$ cat src/rtl/traffic_light_4way_adaptive.sv
// Adaptive 4-way intersection controller: per-phase timers, on-demand protected right turns,
// emergency preemption and night flash. Lamps are one-hot: red=100, yellow=010, green=001.
module traffic_light_4way_adaptive #(
   parameter int GREEN_T  = 8,
   parameter int YELLOW_T = 3,
   parameter int TURN_T   = 4,
   parameter int ALLRED_T = 2,
   parameter int FLASH_T  = 4,
   parameter int CNT_W    = 8
) (
   input  logic             clk,
   input  logic             reset,
   input  logic [3:0]       rt_req,
   input  logic             emg_req,
   input  logic             emg_axis,
   input  logic             flash_en,
   output logic [2:0]       north_light,
   output logic [2:0]       south_light,
   output logic [2:0]       east_light,
   output logic [2:0]       west_light,
   output logic             north_left_arrow,
   output logic             south_left_arrow,
   output logic             east_left_arrow,
   output logic             west_left_arrow,
   output logic             north_right_arrow,
   output logic             south_right_arrow,
   output logic             east_right_arrow,
   output logic             west_right_arrow,
   output logic [4:0]       state,
   output logic [CNT_W-1:0] counter
);

   typedef enum logic [4:0] {
      NS_GO  = 5'd0,  NS_Y   = 5'd1,  N_RT   = 5'd2,  N_RT_Y   = 5'd3,  S_RT  = 5'd4,
      S_RT_Y = 5'd5,  AR_NS  = 5'd6,  EW_GO  = 5'd7,  EW_Y     = 5'd8,  E_RT  = 5'd9,
      E_RT_Y = 5'd10, W_RT   = 5'd11, W_RT_Y = 5'd12, AR_EW    = 5'd13, PRE_Y = 5'd14,
      PRE_AR = 5'd15, PRE_GO = 5'd16, PRE_EXIT = 5'd17, FLASH  = 5'd18
   } state_t;

   localparam logic [2:0] LAMP_R = 3'b100;
   localparam logic [2:0] LAMP_Y = 3'b010;
   localparam logic [2:0] LAMP_G = 3'b001;

   state_t           r_state, w_next;
   logic [CNT_W-1:0] r_cnt;
   logic [3:0]       r_rt, r_mask, w_mask, w_gmask, w_rt_clr;
   logic             r_fph, r_emg_prev, r_emg_axis;
   logic             w_emg_rise, w_axis, w_done, w_enter;

   function automatic logic [CNT_W-1:0] dur_m1(input state_t s);
      case (s)
         NS_GO, EW_GO:                                   return CNT_W'(GREEN_T - 1);
         N_RT, S_RT, E_RT, W_RT:                         return CNT_W'(TURN_T - 1);
         AR_NS, AR_EW, PRE_AR:                           return CNT_W'(ALLRED_T - 1);
         FLASH:                                          return CNT_W'(FLASH_T - 1);
         NS_Y, N_RT_Y, S_RT_Y, EW_Y, E_RT_Y, W_RT_Y,
         PRE_Y, PRE_EXIT:                                return CNT_W'(YELLOW_T - 1);
         default:                                        return '0;
      endcase
   endfunction

   // Approaches showing green in a state, {W,E,S,N}; zero for non-green states.
   function automatic logic [3:0] green_mask(input state_t s);
      case (s)
         NS_GO:   return 4'b0011;
         N_RT:    return 4'b0001;
         S_RT:    return 4'b0010;
         EW_GO:   return 4'b1100;
         E_RT:    return 4'b0100;
         W_RT:    return 4'b1000;
         default: return 4'b0000;
      endcase
   endfunction

   // A rise during PRE_EXIT is deferred so the exiting axis cannot change under the yellow lamps.
   assign w_emg_rise = emg_req && !r_emg_prev && (r_state != PRE_EXIT);
   assign w_axis     = w_emg_rise ? emg_axis : r_emg_axis;
   assign w_done     = (r_cnt == '0);
   assign w_gmask    = green_mask(r_state);
   assign w_enter    = (w_next != r_state);
   assign w_rt_clr   = {4{w_enter}} & {w_next == W_RT, w_next == E_RT, w_next == S_RT, w_next == N_RT};

   always_ff @(posedge clk) begin
      if (reset) begin
         r_state    <= NS_GO;
         r_cnt      <= dur_m1(NS_GO);
         r_rt       <= '0;
         r_mask     <= '0;
         r_fph      <= 1'b0;
         r_emg_prev <= 1'b0;
         r_emg_axis <= 1'b0;
      end else begin
         r_state    <= w_next;
         r_emg_prev <= emg_req && (r_state != PRE_EXIT);
         r_rt       <= (r_rt | rt_req) & ~w_rt_clr;
         r_mask     <= w_mask;
         if (w_emg_rise) r_emg_axis <= emg_axis;
         if (w_enter)                         r_cnt <= dur_m1(w_next);
         else if (r_state == PRE_GO)          r_cnt <= '0;
         else if (r_state == FLASH && w_done) r_cnt <= dur_m1(FLASH);
         else                                 r_cnt <= r_cnt - 1'b1;
         if (w_enter && w_next == FLASH)      r_fph <= 1'b0;
         else if (r_state == FLASH && w_done) r_fph <= ~r_fph;
      end
   end

   always_comb begin
      w_next = r_state;
      w_mask = r_mask;
      if (emg_req && (|w_gmask)) begin
         // Green on the cross axis must clear through yellow; green on the emergency axis is kept.
         if ((|w_gmask[1:0]) == w_axis) begin
            w_next = PRE_Y;
            w_mask = w_gmask;
         end else begin
            w_next = PRE_GO;
         end
      end else begin
         case (r_state)
            NS_GO:    if (w_done) w_next = NS_Y;
            NS_Y:     if (w_done) w_next = emg_req ? PRE_AR : r_rt[0] ? N_RT : r_rt[1] ? S_RT : AR_NS;
            N_RT:     if (w_done) w_next = N_RT_Y;
            N_RT_Y:   if (w_done) w_next = emg_req ? PRE_AR : r_rt[1] ? S_RT : AR_NS;
            S_RT:     if (w_done) w_next = S_RT_Y;
            S_RT_Y:   if (w_done) w_next = emg_req ? PRE_AR : AR_NS;
            AR_NS:    if (w_done) w_next = emg_req ? PRE_AR : flash_en ? FLASH : EW_GO;
            EW_GO:    if (w_done) w_next = EW_Y;
            EW_Y:     if (w_done) w_next = emg_req ? PRE_AR : r_rt[2] ? E_RT : r_rt[3] ? W_RT : AR_EW;
            E_RT:     if (w_done) w_next = E_RT_Y;
            E_RT_Y:   if (w_done) w_next = emg_req ? PRE_AR : r_rt[3] ? W_RT : AR_EW;
            W_RT:     if (w_done) w_next = W_RT_Y;
            W_RT_Y:   if (w_done) w_next = emg_req ? PRE_AR : AR_EW;
            AR_EW:    if (w_done) w_next = emg_req ? PRE_AR : flash_en ? FLASH : NS_GO;
            FLASH:    if (emg_req) w_next = PRE_AR;
                      else if (w_done && !flash_en) w_next = AR_EW;
            PRE_Y:    if (w_done) w_next = PRE_AR;
            PRE_AR:   if (w_done) w_next = PRE_GO;
            PRE_GO:   if (!emg_req) w_next = PRE_EXIT;
            PRE_EXIT: if (w_done) w_next = r_emg_axis ? AR_EW : AR_NS;
            default:  w_next = NS_GO;
         endcase
      end
   end

   always_comb begin
      north_light       = LAMP_R;
      south_light       = LAMP_R;
      east_light        = LAMP_R;
      west_light        = LAMP_R;
      north_right_arrow = 1'b0;
      south_right_arrow = 1'b0;
      east_right_arrow  = 1'b0;
      west_right_arrow  = 1'b0;
      case (r_state)
         NS_GO:    begin north_light = LAMP_G; south_light = LAMP_G; end
         NS_Y:     begin north_light = LAMP_Y; south_light = LAMP_Y; end
         N_RT:     begin north_light = LAMP_G; north_right_arrow = 1'b1; end
         N_RT_Y:   north_light = LAMP_Y;
         S_RT:     begin south_light = LAMP_G; south_right_arrow = 1'b1; end
         S_RT_Y:   south_light = LAMP_Y;
         EW_GO:    begin east_light = LAMP_G; west_light = LAMP_G; end
         EW_Y:     begin east_light = LAMP_Y; west_light = LAMP_Y; end
         E_RT:     begin east_light = LAMP_G; east_right_arrow = 1'b1; end
         E_RT_Y:   east_light = LAMP_Y;
         W_RT:     begin west_light = LAMP_G; west_right_arrow = 1'b1; end
         W_RT_Y:   west_light = LAMP_Y;
         PRE_Y: begin
            if (r_mask[0]) north_light = LAMP_Y;
            if (r_mask[1]) south_light = LAMP_Y;
            if (r_mask[2]) east_light  = LAMP_Y;
            if (r_mask[3]) west_light  = LAMP_Y;
         end
         PRE_GO: begin
            if (r_emg_axis) begin east_light = LAMP_G; west_light = LAMP_G; end
            else begin north_light = LAMP_G; south_light = LAMP_G; end
         end
         PRE_EXIT: begin
            if (r_emg_axis) begin east_light = LAMP_Y; west_light = LAMP_Y; end
            else begin north_light = LAMP_Y; south_light = LAMP_Y; end
         end
         FLASH:    if (r_fph) begin north_light = LAMP_Y; south_light = LAMP_Y; end
         default:  ;
      endcase
   end

   assign north_left_arrow = (north_light == LAMP_G);
   assign south_left_arrow = (south_light == LAMP_G);
   assign east_left_arrow  = (east_light  == LAMP_G);
   assign west_left_arrow  = (west_light  == LAMP_G);
   assign state            = r_state;
   assign counter          = r_cnt;

endmodule

$ cat config.mk
export PLATFORM = sky130hd
export DESIGN_NAME = traffic_light_4way_adaptive
export DESIGN_NICKNAME = d
export VERILOG_FILES = /design/src/rtl/traffic_light_4way_adaptive.sv
export SDC_FILE = /design/constraint.sdc
export NUM_CORES = 1
export LEC_CHECK = 0
export CAP_MARGIN = 10
export CORE_UTILIZATION = 35
export DETAILED_ROUTE_END_ITERATION = 10
export PLACE_DENSITY = 0.64
export SYNTH_ARGS = -nofsm -noshare
export SYNTH_HDL_FRONTEND = slang
export SYNTH_SLANG_ARGS = --single-unit
$ cat constraint.sdc
create_clock -name clk -period 3.4 [get_ports clk]
set_input_delay 0.68 -clock clk [delete_from_list [all_inputs] [get_ports clk]]
set_output_delay 0.68 -clock clk [all_outputs]
set_load 0.005 [all_outputs]
==> metrics.csv <==
stage,metric,value,unit
power_and_ir_drop,cellPowerDensity,427,mW/mm^2
clocking,cts_hold_buf,0,
synth,synth_fa_ha_area_frac,0.0303,
synth,yosys.area.top_type,dfxtp_1,
clocking,clk_pin_slew,90,ps
drt,drt_iter0_drc,383,
synth,ys_warn_count,0,
synth,syn_inst,335,
global_route,gr-usage-all-layers,0.248,
drt,first_pass_iters,5,
layout,syn_to_final_growth,36.9,%
layout,finalNetCount,428,
synth,synth_top_family_by_area,simple AND/OR/NAND/NOR gates,
status,outcome,finished clean,
global_route,grt_max_degree,21,
critical_path,crit_type,flip-flop to flip-flop,
synth,syn-cell-area,0.00248,mm^2
clocking,clockRootBuffer,clkbuf_8,
synth,synth_compound_area_frac,0.307,
placement,post-dp-hpwl,6.83,mm
synth,synth_edf_count,0,
layout,drive_gt1_frac,0.209,
timing,maxSlewViolCount,0,
floorplanning,io_pins,42,
layout,postLayoutCoreUtil,0.497,
clocking,cts_resized,0,
timing,setup_violations,0,
synth,syn-num-nets,350,
global_route,antenna_found_initial,0,
timing,period_minus_slack,3320,ps
synth,ys.flop_type,dfxtp_1,
layout,antennaDiodeCount,0,
critical_path,arrival,3520,ps
floorplanning,die_y,86.2,um
floorplanning,rows,30,
synth,ys_types,72,
timing,relSlewSlack,0.638,
synth,synth-xor-area-share,0.0282,
drt,wirelength,8.88,mm
critical_path,cp_max_fo,7,
clocking,post_cts_buffers,0,
synth,synthSimpleGateAreaFrac,0.341,
timing,fmax,302,MHz
timing,period_share,0.975,
floorplanning,core_area,0.00683,mm^2
global_route,grt_pass1_wl,14.4,mm
critical_path,start_kind,flip-flop,
timing,tightest_slew,542,ps
timing,skew,4.17,ps
synth,ys_async_sr_fraction,0,
global_route,grt_pass1_vias,2765,
critical_path,worst_ep_required_time,3600,ps
global_route,grt.overflow.total,0,
drt,drc,0,
synth,synth_top_area_frac,0.194,
floorplanning,start_util,0.363,
power_and_ir_drop,leakage,1.31,nW
layout,final_cell_area,0.00340,mm^2
clocking,clock_sinks,24,
layout,mostFrequentLayoutCells,"58 x buf_4, 40 x clkdlybuf4s50_1, 29 x nand2_1, 27 x nor2_1, 24 x dfxtp_1",
synth,yosys-top-cells-area,"dfxtp_1 19%, nand2_1 4.4%, nor2_1 4.1%, o21ai_0 4.0%, nor3_1 3.6%",
clocking,h-tree-depth,1,
synth,synth_mux_area_frac,0.0338,
critical_path,cp-end-kind,flip-flop,
layout,layout_commonest_cell,buf_4,
drt,vias,3018,
drt,drt-vias-per-instance,5.94,
placement,gp_congestion,0.942,
run,cap_violations,0,
floorplanning,die_area,0.00743,mm^2
hold_path,hold_class,flip-flop to flip-flop,
clocking,cts_tree,yes,
clocking,cts.path.max_buffers,2,
synth,synth_area_per_cell,7.41,um^2
clocking,cts_made_buffers,3,
placement,post_dp_cell_area,0.00332,mm^2
timing,rsz0062_at_grt,true,
drt,detail-route-antenna-nets,0,
synth,seq_area_frac_synth,0.194,
drt,wire_per_inst,17.5,um
floorplanning,die_w,86.2,um
timing,hold_violations,0,
power_and_ir_drop,vdd_drop_max,0.000228,V
placement,io_buffer_count,41,
clocking,clock_latency,280,ps
synth,yosys_register_bits,24,
==> metrics by stage <==
| stage | cells | hold WS [ps] | power [W] | worst slack (ps) | setup TNS [ps] |
|---|---|---|---|---|---|
| 3_3_place_gp | 504 | 465 | 0.00122 | -124 | -861 |
| 2_1_floorplan | 335 | 443 | 0.000841 | 314 | 0 |
| 4_1_cts | 508 | 486 | 0.00144 | 21.1 | 0 |
| 5_1_grt | 508 | 516 | 0.00154 | -2.38 | -2.38 |
| 6_report | 508 | 484 | 0.00145 | 83.4 | 0 |
| 3_5_place_dp | 504 | 473 | 0.00123 | -162 | -912 |
==> report_power, final <==
part	total, W	leakage (nW)	switching, W	internal (W)
clock	0.000208	0.0288	0.000104	0.000104
combinational	0.000888	1.09	0.000452	0.000436
sequential	0.000353	0.197	0.0000389	0.000314
==> final cells by class <==
cell class	count	area, um^2
fill	717	3440
multi-input combinational	275	1850
timing repair buffer	99	848
sequential	24	480
tap	96	120
clock buffer	4	55.1
inverter	10	37.5
==> flip-flops by register name, indices dropped and copies added, names as in the netlist <==
name,cells
counter,8
state,5
r_mask,4
r_rt,4
r_emg_axis,1
r_emg_prev,1
r_fph,1
==> Yosys cell counts, types with 5 or more instances <==
cell	count
and2_1	6
inv_1	10
buf_2	15
mux2i_1	5
dfxtp_1	24
nor3_1	18
nor2_1	27
nand2b_1	8
a21oi_1	17
clkbuf_1	8
o21ai_0	20
nand3_1	13
and3_1	8
a31oi_1	5
xor2_1	5
o22ai_1	6
nand2_1	29
nor3b_1	5
nor2b_1	7
o211ai_1	7
ha_1	6
a22oi_1	6
==> critical path: stages, from the launching register on <==
cell and delay, ps:
dfxtp_1 360, inv_1 90, ha_1 190, or3b_2 500, buf_4 180, nor4_1 270
o22ai_1 130, o211ai_1 200, mux2_2 400, nor4_4 320, o21ai_2 190, buf_4 200
nor3_1 190
==> path summary, 6_finish.rpt <==
path / start / end / slack (ps) / cells past startpoint
max: counter[1]$_SDFF_PP1_ / counter[6]$_SDFF_PP0_ / 80 / 12
min: r_mask[0]$_SDFFE_PP0P_ / r_mask[0]$_SDFFE_PP0P_ / 480 / 2
max reg2reg: counter[1]$_SDFF_PP1_ / counter[6]$_SDFF_PP0_ / 80 / 12
min reg2reg: r_mask[0]$_SDFFE_PP0P_ / r_mask[0]$_SDFFE_PP0P_ / 480 / 2
==> routing by layer <==
layer,GRT usage,vias up,part of all wire
met3,0.0210,18,0.077
met2,0.384,150,0.46
li1,-,1417,-
met5,0,-,0
met4,0.0848,0,0.019
met1,0.359,1433,0.45
==> logic make-up after synthesis <==
logic type	after synthesis
and+or+nand+nor	148
AOI/OAI and AO/OA	105
buffers and inverters	36
DFF	24
xor gates and xnor gates	8
muxes	8
adders and majority gates	6
Power figures use the tool's default switching activity.
